<file path="config.mk">
export PLATFORM = sky130hd
export DESIGN_NAME = div_sequencer_flat
export DESIGN_NICKNAME = d
export VERILOG_FILES = /design/src/rtl/div_sequencer_if.sv /design/src/rtl/div_sequencer.sv /design/src/flat_wrapper.sv
export SDC_FILE = /design/constraint.sdc
export NUM_CORES = 1
export LEC_CHECK = 0
export ABC_AREA = 1
export CAP_MARGIN = 0
export CORE_UTILIZATION = 55
export CTS_BUF_LIST = sky130_fd_sc_hd__clkbuf_8
export CTS_CLUSTER_DIAMETER = 40
export DETAILED_ROUTE_END_ITERATION = 8
export GPL_TIMING_DRIVEN = 0
export PLACE_DENSITY = 0.79
export SYNTH_ARGS = -nofsm -noshare
export SYNTH_HDL_FRONTEND = slang
export SYNTH_SLANG_ARGS = --single-unit
</file>
<file path="constraint.sdc">
create_clock -name clk -period 3 [get_ports clk]
set_input_delay 0.45 -clock clk [delete_from_list [all_inputs] [get_ports clk]]
set_output_delay 0.45 -clock clk [all_outputs]
set_load 0.02 [all_outputs]
</file>
<file path="src/rtl/div_sequencer_if.sv">
// Handshake and result bundle between the E-stage divide issue logic and div_sequencer.
interface div_sequencer_if #(
    parameter int unsigned WIDTH = 32
);
    logic             start;
    logic             sign;
    logic             cancel;
    logic [WIDTH-1:0] a;
    logic [WIDTH-1:0] b;
    logic             div_stall;
    logic             result_valid;
    logic [WIDTH-1:0] hi;
    logic [WIDTH-1:0] lo;
    logic             busy;

    modport master (
        output start, sign, cancel, a, b,
        input  div_stall, result_valid, hi, lo, busy
    );

    modport slave (
        input  start, sign, cancel, a, b,
        output div_stall, result_valid, hi, lo, busy
    );
endinterface

</file>
<file path="src/rtl/div_sequencer.sv">
// Iterative restoring divider controller for MIPS DIV/DIVU (one quotient bit per cycle).
// Optional macro DIV_FASTPATH_EN: divide-by-zero and |a| < |b| skip the iteration loop.
module div_sequencer #(
    parameter int unsigned WIDTH = 32
) (
    input logic           clk,
    input logic           resetn,
    div_sequencer_if.slave bus
);
    localparam int unsigned CNT_W = $clog2(WIDTH);
    localparam logic [CNT_W-1:0] LAST_CNT = CNT_W'(WIDTH - 1);

    typedef enum logic [1:0] {IDLE, BUSY, DONE} state_t;

    state_t           state;
    logic [CNT_W-1:0] counter;
    logic [WIDTH-1:0] rem;
    logic [WIDTH-1:0] quo;
    logic [WIDTH-1:0] abs_b_q;
    logic [WIDTH-1:0] a_raw;
    logic             sign_q;
    logic             neg_q;
    logic             b_zero;
    logic [WIDTH-1:0] hi_q;
    logic [WIDTH-1:0] lo_q;

    logic [WIDTH-1:0] abs_a;
    logic [WIDTH-1:0] abs_b;
    logic             accept;
    logic [WIDTH:0]   shifted;
    logic [WIDTH:0]   diff;
    logic             sub_ok;
    logic [WIDTH-1:0] fix_hi;
    logic [WIDTH-1:0] fix_lo;

    // Magnitudes are only taken for signed divides
    assign abs_a  = (bus.sign && bus.a[WIDTH-1]) ? -bus.a : bus.a;
    assign abs_b  = (bus.sign && bus.b[WIDTH-1]) ? -bus.b : bus.b;
    assign accept = (state == IDLE) && bus.start && !bus.cancel;

    // One restoring step: borrow out of the (WIDTH+1)-bit subtract means rem < |b|
    always_comb begin
        shifted = {rem, quo[WIDTH-1]};
        diff    = shifted - {1'b0, abs_b_q};
        sub_ok  = !diff[WIDTH];
    end

    // Sign fix-up and divide-by-zero override applied when leaving DONE
    always_comb begin
        fix_lo = (sign_q && neg_q) ? -quo : quo;
        fix_hi = (sign_q && a_raw[WIDTH-1]) ? -rem : rem;
        if (b_zero) begin
            fix_lo = '1;
            fix_hi = a_raw;
        end
    end

`ifdef DIV_FASTPATH_EN
    logic fast;
    assign fast = (bus.b == '0) || (abs_a < abs_b);
`endif

    always_ff @(posedge clk or negedge resetn) begin
        if (!resetn) begin
            state   <= IDLE;
            counter <= '0;
            rem     <= '0;
            quo     <= '0;
            abs_b_q <= '0;
            a_raw   <= '0;
            sign_q  <= 1'b0;
            neg_q   <= 1'b0;
            b_zero  <= 1'b0;
            hi_q    <= '0;
            lo_q    <= '0;
        end else if (bus.cancel) begin
            state <= IDLE;
        end else begin
            case (state)
                IDLE: begin
                    if (accept) begin
                        quo     <= abs_a;
                        rem     <= '0;
                        abs_b_q <= abs_b;
                        a_raw   <= bus.a;
                        sign_q  <= bus.sign;
                        neg_q   <= bus.a[WIDTH-1] ^ bus.b[WIDTH-1];
                        b_zero  <= (bus.b == '0);
                        counter <= '0;
                        state   <= BUSY;
`ifdef DIV_FASTPATH_EN
                        if (fast) begin
                            quo   <= '0;
                            rem   <= abs_a;
                            state <= DONE;
                        end
`endif
                    end
                end
                BUSY: begin
                    rem     <= sub_ok ? diff[WIDTH-1:0] : shifted[WIDTH-1:0];
                    quo     <= {quo[WIDTH-2:0], sub_ok};
                    counter <= counter + CNT_W'(1);
                    if (counter == LAST_CNT) begin
                        state <= DONE;
                    end
                end
                DONE: begin
                    hi_q  <= fix_hi;
                    lo_q  <= fix_lo;
                    state <= IDLE;
                end
                default: state <= IDLE;
            endcase
        end
    end

    // Stall drops in DONE so the pipeline resumes as HI/LO are written
    assign bus.div_stall    = !bus.cancel && (((state == IDLE) && bus.start) || (state == BUSY));
    assign bus.result_valid = (state == DONE) && !bus.cancel;
    assign bus.busy         = (state == BUSY);
    assign bus.hi           = hi_q;
    assign bus.lo           = lo_q;
endmodule

</file>
<file path="src/flat_wrapper.sv">
// flat-port wrapper written by rule: the top's interface ports become plain ports
module div_sequencer_flat 
#(
    parameter int unsigned WIDTH = 32
)
  (clk, resetn, bus_start, bus_sign, bus_cancel, bus_a, bus_b, bus_div_stall, bus_result_valid, bus_hi, bus_lo, bus_busy);
  div_sequencer_if #(.WIDTH(WIDTH)) bus_i ();
  input logic clk;
  input logic resetn;
  input wire logic [$bits(bus_i.start)-1:0] bus_start;
  input wire logic [$bits(bus_i.sign)-1:0] bus_sign;
  input wire logic [$bits(bus_i.cancel)-1:0] bus_cancel;
  input wire logic [$bits(bus_i.a)-1:0] bus_a;
  input wire logic [$bits(bus_i.b)-1:0] bus_b;
  output wire logic [$bits(bus_i.div_stall)-1:0] bus_div_stall;
  output wire logic [$bits(bus_i.result_valid)-1:0] bus_result_valid;
  output wire logic [$bits(bus_i.hi)-1:0] bus_hi;
  output wire logic [$bits(bus_i.lo)-1:0] bus_lo;
  output wire logic [$bits(bus_i.busy)-1:0] bus_busy;
  assign bus_i.start = bus_start;
  assign bus_i.sign = bus_sign;
  assign bus_i.cancel = bus_cancel;
  assign bus_i.a = bus_a;
  assign bus_i.b = bus_b;
  assign bus_div_stall = bus_i.div_stall;
  assign bus_result_valid = bus_i.result_valid;
  assign bus_hi = bus_i.hi;
  assign bus_lo = bus_i.lo;
  assign bus_busy = bus_i.busy;
  div_sequencer #(.WIDTH(WIDTH)) u_core (.clk(clk), .resetn(resetn), .bus(bus_i));
endmodule
</file>
==> results of run 1 <==
==> per-layer routing <==
layer | wire (um) | GRT usage (%) | vias up
met5 | 0 | 0 | -
met4 | 1930 | 14.1 | 0
met3 | 4670 | 5.89 | 123
met2 | 22600 | 58.5 | 788
met1 | 22400 | 53.0 | 7426
li1 | - | - | 7695
==> state kept, by name, indices dropped and copies added (netlist names) <==
name and cells:
u_core.rem 32, u_core.a_raw 32, u_core.neg_q 1, u_core.b_zero 1, u_core.quo 32, u_core.bus.hi 32, u_core.bus.lo 32, u_core.state 2
u_core.abs_b_q 32, u_core.counter 5, u_core.sign_q 1
==> cells in the mapped netlist (17+ instances only) <==
| cell type | instances |
|---|---|
| sky130_fd_sc_hd__ha_1 | 38 |
| sky130_fd_sc_hd__nand2_1 | 735 |
| sky130_fd_sc_hd__buf_2 | 17 |
| sky130_fd_sc_hd__nand3_1 | 202 |
| sky130_fd_sc_hd__o21ai_0 | 177 |
| sky130_fd_sc_hd__nand4_1 | 25 |
| sky130_fd_sc_hd__nor2_1 | 178 |
| sky130_fd_sc_hd__dfrtp_1 | 202 |
| sky130_fd_sc_hd__inv_1 | 318 |
| sky130_fd_sc_hd__o211ai_1 | 23 |
| sky130_fd_sc_hd__xnor2_1 | 18 |
| sky130_fd_sc_hd__xor2_1 | 43 |
| sky130_fd_sc_hd__clkbuf_1 | 49 |
| sky130_fd_sc_hd__a21oi_1 | 101 |
| sky130_fd_sc_hd__nor3_1 | 27 |
==> repair_timing <==
| item | 4_1_cts | 5_1_grt |
|---|---|---|
| hold buffers | 1 | 0 |
| endpoints found under the setup margin | 3 | 3 |
| buffers inserted | 0 | 5 |
| cloned | 0 | 0 |
| gates resized for setup | 9 | 7 |
| endpoints found under the hold margin | 79 | 0 |
| pin swaps | 0 | 1 |
==> critical path, cell delays in order (launching register included) <==
cell and delay [ns]:
sky130_fd_sc_hd__dfrtp_1 0.36, sky130_fd_sc_hd__inv_1 0.12, sky130_fd_sc_hd__nor2_1 0.18, sky130_fd_sc_hd__inv_1 0.13, sky130_fd_sc_hd__nor2_4 0.17, sky130_fd_sc_hd__nor2_1 0.09, sky130_fd_sc_hd__inv_2 0.06, sky130_fd_sc_hd__buf_2 0.18
sky130_fd_sc_hd__clkbuf_4 0.25, sky130_fd_sc_hd__clkdlybuf4s15_1 0.33
==> path summary, 6_finish.rpt <==
check	from	end	slack, ns	depth (start not counted)
min in group clk	u_core.bus.hi[31]	u_core.bus.hi[31]	0.48	2
max in group asynchronous	resetn	u_core.bus.lo[20]	1.43	3
worst max-delay path	u_core.state[0]	bus_div_stall	0.12	9
worst min register to register	u_core.bus.hi[31]	u_core.bus.hi[31]	0.48	2
worst max register to register	u_core.b_zero	u_core.bus.hi[2]	0.36	5
worst min-delay path	resetn	u_core.abs_b_q[11]	0.48	2
==> logic make-up (layout without fill, tap and decap cells) <==
kind of cell    after synthesis  in the layout  synth area share, %
simple gates               1225           1225                 34.9
buf+inv                     406            617                 10.8
compound gates              354            354                 13.2
flops                       202            202                 34.1
xor+xnor                     61             61                 3.61
fa+ha+maj                    39             39                 3.34
==> layout by cell type, fill, tap and decap left out, types with 25 or more instances in the layout <==
cell type	instances
sky130_fd_sc_hd__clkbuf_1	45
sky130_fd_sc_hd__inv_1	330
sky130_fd_sc_hd__a21oi_1	101
sky130_fd_sc_hd__nor2_1	177
sky130_fd_sc_hd__nand2_1	735
sky130_fd_sc_hd__nand3_1	200
sky130_fd_sc_hd__xor2_1	43
sky130_fd_sc_hd__ha_1	38
sky130_fd_sc_hd__clkdlybuf4s50_1	132
sky130_fd_sc_hd__o21ai_0	177
sky130_fd_sc_hd__nor3_1	27
sky130_fd_sc_hd__dfrtp_1	202
sky130_fd_sc_hd__nand4_1	25
sky130_fd_sc_hd__clkbuf_8	47
==> cell type report <==
type                            instances  area, um^2
Clock buffer                           47         647
Clock inverter                         23         183
Tap cell                              335         419
Inverter                              330        1240
Timing Repair Buffer                  142        1430
Buffer                                 75         360
Fill cell                            2415        8740
Multi-Input combinational cell       1679        8200
Sequential cell                       202        5050
==> power by group <==
group	switching, mW	leakage (nW)	internal (mW)
Sequential	0.277	2.64	3.08
Clock	1.25	0.470	1.68
Combinational	1.88	6.43	0.901
==> impl.org, run 1 <==
** Run status
- Outcome :: complete, but fails checks
- Violations in the final reports :: DRC

** Global route
- Largest net degree at the start of global routing :: 124
- First-pass GRT wire length :: 81100 um
- Via count of the first global-routing pass :: 15000
- GRT Residual Overflow :: 0
- Global routing used 37.7% of the available tracks across all layers.
- The number of antenna violations at the first check in global routing is 0.

** Placed design
- Routability-driven placement finished with a final weighted congestion of 0.984.
- Detailed placement ended at an HPWL of 40800 um.
- Once placement completed, the tool counted placed cells totaling 2758.
- Worst-case setup slack after placement :: -0.948 ns
- Input and output buffers added on the ports amount to 135.
- Cell Area, Placed :: 16600 um^2

** Route
- For this block, the initial DRC count from the detailed router was 1775.
- Number of routed nets with antenna violations :: 0
- Routed wire length :: 51600 um
- DRC violation count after routing :: 5
- Total via count in the routed design :: 16000
- Before antenna repair, the detailed router went through 9 iterations.
- Routed wire per std cell :: 18.2 um
- Using the TritonRoute via totals, the vias-per-cell ratio works out to 5.66.

** Timing
- Final worst path period share :: 96.0%
- Hold timing on the final database bottoms out at a slack of 0.478 ns.
- After layout, the minimum clock period comes to 2.88 ns.
- TNS Setup :: 0 ns
- Pin slew with the least headroom to its limit :: 0.809 ns
- Layout Skew :: 0.0179 ns
- Across all setup checks in the final design, the least slack found is 0.119 ns.
- Derived from the worst setup path, the maximum achievable clock frequency is 0.347 GHz.
- Max-slew violations :: 0
- Total count of hold-check failures in the final report :: 0
- Remaining max-slew budget at the tightest pin :: 46.1%
- Setup violations remaining at the end of the flow were counted as 0.

** Setup path
- STA classifies the critical path startpoint as a flip-flop.
- Arrival @ worst endpoint :: 2.43 ns
- The worst setup path is captured at a primary output.
- Start-to-end type of the worst setup path :: reg2out
- At the worst endpoint, the required time is 2.55 ns.
- Along the worst path, the maximum fanout reaches 10.

** Layout
- In the final layout, the share of cells above drive strength 1 is 6.04%.
- Area Growth Syn to Fin :: 18.4%
- Final Cell Area :: 17500 um^2
- The net count of the finished layout is 2578.
- Number of diodes :: 0
- The count of cells in the finished layout, fillers not included, comes to 2833.
- Final core utilization :: 66.7%

** Flow run
- Max-cap violations in this run came to 0.

** Clock network
- After clock tree synthesis, the clock-pin slew on the worst setup and hold paths is 0.06 ns.
- TritonCTS created 40 clock buffers.
- Clk Tree Root Cell :: sky130_fd_sc_hd__clkbuf_8
- Clock tree from TritonCTS :: done
- Counting along the longest clock path gives a buffer depth of 3.
- Worst-Skew Late Latency :: 0.55 ns
- Clock H-tree levels :: 2
- TritonCTS sink count :: 202

** Die
- For this configuration, the core starts out at a cell density of 56.4%.
- The floorplan step set the die width to 166 um.
- Site row count :: 59
- Die outline height :: 166 um
- The region available for standard cell placement spans 26300 um^2.
- The die covers 27600 um^2.
- For this design the top-level I/O count stands at 136.

** Yosys
- In this run, synthesis produced a sequential element count of 202.
- By area the synthesized netlist is led by sky130_fd_sc_hd__dfrtp_1 34%, sky130_fd_sc_hd__nand2_1 19%, sky130_fd_sc_hd__inv_1 8.1%.
- FFs w/ async S/R, synth :: 100%
- Yosys mapped a number of flops with a built-in enable equal to 0.
- Of the post-synthesis cell area, the dominant cell type holds 34.1%.
- Counting distinct cell types in the post-synthesis netlist gives 54.
- Avg Synthesized Cell Area :: 6.48 um^2
- Net count after synthesis :: 2395
- Post-Syn Instances :: 2287
- Sequential share of the synthesized area :: 34.1%
- The most used flip-flop cell after synthesis is sky130_fd_sc_hd__dfrtp_1.
- In this run the cell area of the synthesized design comes to 14800 um^2.
- Of all cell types, the one taking the most synthesized area is sky130_fd_sc_hd__dfrtp_1.
- During synthesis, Yosys emitted a total of 0 warnings.

** Power and ir drop
- In this run the static leakage power is 9.54 nW.
- After layout, the design draws a total of 9.07 mW.
- The worst-case IR drop observed on VDD is 470 uV.
- Power Dens Cells :: 517 nW/um^2

** Worst hold path
- The min-delay analysis places its worst path in the category in2async.
Power figures use the tool's default switching activity.
==> run 2: changes to the inputs <==
--- a/config.mk
+++ b/config.mk
@@ -10,6 +10,7 @@
 export CORE_UTILIZATION = 55
 export CTS_BUF_LIST = sky130_fd_sc_hd__clkbuf_8
 export CTS_CLUSTER_DIAMETER = 40
+export CTS_CLUSTER_SIZE = 40
 export DETAILED_ROUTE_END_ITERATION = 8
 export GPL_TIMING_DRIVEN = 0
 export PLACE_DENSITY = 0.79
==> run 2 against run 1 <==
- highest routed layer is now met5
- worst setup slack lost 0.11 ns
- non-clock buffer count stayed put
- the run still ends with DRC left
- critical path type is now in2out
- core utilization decreased by 0.34 points
- flip-flop and latch count unchanged
- die area is the same
==> impl.org, run 2 (synthesized netlist as in run 1, its figures left out) <==
** Setup path
- Arrival @ worst endpoint :: 2.54 ns (was 2.43 ns)
- The launch point of the worst path was bus_cancel (was u_core.state[0]).
- Start-to-end type of the worst setup path :: in2out (was reg2out)
- The reg-to-reg startpoint is u_core.b_zero (unchanged).
- Critical Path Sink Type :: primary output (unchanged)
- Largest fanout on the critical path :: 10 (unchanged)
- Required time of the critical path :: 2.55 ns (about the same)
- Kind of start point of the critical path :: primary input (was flip-flop)

** Clock network
- The clock-pin slew of the registers on the worst-case setup and hold paths came to 0.06 ns (about the same).
- The count of clock tree sinks was 202 (unchanged).
- Number of buffers created by CTS :: 34 (was 40)
- The clock latency on the worst-skew pair was 0.55 ns (about the same).
- The clock tree from TritonCTS is done (unchanged).
- Maximum clock insertion buffer count :: 3 (unchanged)
- Clock H-tree levels :: 2 (unchanged)
- Clk Tree Root Cell :: sky130_fd_sc_hd__clkbuf_8 (unchanged)

** Layout
- Most frequent cells in the layout: 735 x sky130_fd_sc_hd__nand2_1, 322 x sky130_fd_sc_hd__inv_1, 202 x sky130_fd_sc_hd__dfrtp_1 (was 735 x sky130_fd_sc_hd__nand2_1, 330 x sky130_fd_sc_hd__inv_1, 202 x sky130_fd_sc_hd__dfrtp_1).
- Ratio of cells with drive above 1 in the final layout :: 6.02% (was 6.04%)
- Fill cells :: 2428 (was 2415)
- The final antenna diode count is 0 (unchanged).
- Commonest non-fill, non-tap cell in the layout :: sky130_fd_sc_hd__nand2_1 (unchanged)
- # nets final :: 2572 (was 2578)
- Final Cell Area :: 17500 um^2 (about the same)
- The relative area change from synthesis to final layout came to 17.8% (was 18.4%).

** Global route
- GRT Residual Overflow :: 0 (unchanged)
- The pin count of the biggest net entering global routing was 124 (unchanged).
- The combined global-route utilization of all metal layers came to 37.5% (was 37.7%).
- The first-pass GRT wire length is 80600 um (was 81100 um).
- The number of antenna violations at the first check in global routing came to 1 (was 0).
- Via count of the first global-routing pass :: 14900 (was 15000)

** Route
- The number of optimization iterations in the first detailed-route pass is 8 (was 9).
- The average via count per standard cell came to 5.65 (was 5.66).
- Total via count in the routed design :: 16000 (about the same)
- The iteration-0 DRC count of the detailed router came to 1803 (was 1775).
- The detailed-route DRC error count came to 6 (was 5).
- The per-cell routed wire length came to 18.1 um (was 18.2 um).
- Number of routed nets with antenna violations :: 0 (unchanged)
- Routed wire length :: 51300 um (was 51600 um)

** Worst hold path
- Worst hold-check path type :: in2async (unchanged)

** Timing
- Total count of hold-check failures in the final report :: 0 (unchanged)
- Count of endpoints failing setup in the final report :: 0 (unchanged)
- Post-route minimum period :: 2.99 ns (was 2.88 ns)
- Achievable Freq :: 0.335 GHz (was 0.347 GHz)
- Layout Skew :: 0.0236 ns (was 0.0179 ns)
- The worst max-slew margin expressed relative to the limit is 46.7% (was 46.1%).
- The count of pins over their slew limit came to 0 (unchanged).
- Pin slew with the least headroom to its limit :: 0.800 ns (was 0.809 ns)
- The total negative slack for setup checks came to 0 ns (unchanged).
- The smallest setup slack after layout is 0.0113 ns (was 0.119 ns).
- The final cycle utilization of the critical path was 99.6% (was 96.0%).
- Setup repair after global routing could not meet its margin everywhere.

** Placed design
- The standard cell area after detailed placement is 16600 um^2 (unchanged).
- The count of buffers inserted at the top-level ports was 135 (unchanged).
- Worst-case setup slack after placement :: -0.948 ns (unchanged)
- RD Place Congestion :: 0.984 (unchanged)
- The half-perimeter wire length after placement was 40800 um (unchanged).

** Power and ir drop
- Net switching fraction of the power :: 38.3% (was 37.5%)
- Sequential fraction of design power :: 37.8% (was 37.0%)
- The total internal power came to 5.47 mW (was 5.67 mW).
- The power share of the combinational group came to 31.3% (was 30.7%).
- Clock share of power :: 30.8% (was 32.3%)
- NetSw :: 3.40 mW (was 3.41 mW)
- The areal power density over the cells is 508 nW/um^2 (was 517 nW/um^2).
- The maximum resistive drop on vdd is 490 uV (was 470 uV).
- Leakage component of the power :: 9.44 nW (was 9.54 nW)

** Run status
- Outcome: complete, but fails checks (unchanged).
- Violations in the final reports: DRC (unchanged).

** Flow run
- The max-capacitance violation count is 0 (unchanged).

** Die
- The overall die area was 27600 um^2 (unchanged).
- Die outline height :: 166 um (unchanged)
- The number of standard-cell rows in the floorplan came to 59 (unchanged).
- The effective utilization at floorplan came to 56.4% (unchanged).
- Area of the core region :: 26300 um^2 (unchanged)
- Die width :: 166 um (unchanged)
- Top Ports :: 136 (unchanged)
run 2: critical path: stages:
cell and delay [ns]:
sky130_fd_sc_hd__clkdlybuf4s50_1 0.52, sky130_fd_sc_hd__inv_1 0.14, sky130_fd_sc_hd__nand3_4 0.20, sky130_fd_sc_hd__clkinvlp_4 0.24, sky130_fd_sc_hd__clkbuf_4 0.32, sky130_fd_sc_hd__clkdlybuf4s50_1 0.65
run 2: power groups by stage:
stage	Sequential (mW)	Clock (mW)	Combinational [mW]
floorplan	3.32	0	1.80
global placement	3.38	0	2.64
detailed placement	3.39	0	2.69
CTS	3.34	2.76	2.71
global route	3.39	2.88	3.09
finish	3.36	2.73	2.78
run 2: cell type report:
cell class | count | area, um^2 | area share (%)
plain buffers | 75 | 360 | 2.06
inverters | 330 | 1240 | 7.12
flip-flops and latches | 202 | 5050 | 29.0
multi-input cells | 1679 | 8190 | 46.9
clock inverters | 23 | 216 | 1.24
repair buffers | 142 | 1430 | 8.19
clock buffers | 39 | 537 | 3.08
well taps | 335 | 419 | 2.40
run 2: worst paths after layout:
path | cells past startpoint | slack, ns | endpoint
max in group asynchronous | 3 | 1.44 | u_core.bus.lo[22]
min in group clk | 2 | 0.48 | u_core.bus.hi[23]
setup / recovery | 6 | 0.01 | bus_result_valid
hold reg to reg | 2 | 0.48 | u_core.bus.hi[23]
setup reg to reg | 5 | 0.37 | u_core.bus.hi[2]
hold / removal | 2 | 0.48 | u_core.abs_b_q[9]
run 2: per-stage QoR:
stage          total power, mW  hold WS [ns]  util, %  std cells
3_5_place_dp              6.07         0.463     63.2       2758
4_1_cts                   8.81         0.483     66.2       2820
5_1_grt                   9.36         0.507     66.4       2825
3_3_place_gp              6.02         0.462     63.1       2757
6_report                  8.87         0.483     66.4       2825
2_1_floorplan             5.12         0.154        -       2287
run 2: what timing repair did:
action	in CTS	in global routing
pin swaps	0	1
setup endpoints to repair	3	3
resized for setup	9	3
hold endpoints to repair	79	0
hold buffers	1	0
setup buffers	0	5
run 2: layer usage:
metal	up-vias	share of wire [%]	track usage, %
met5	-	0.016	0
met4	2	3.5	13.6
met3	117	9.4	5.77
met2	810	44	58.4
met1	7363	43	52.9
li1	7673	-	-
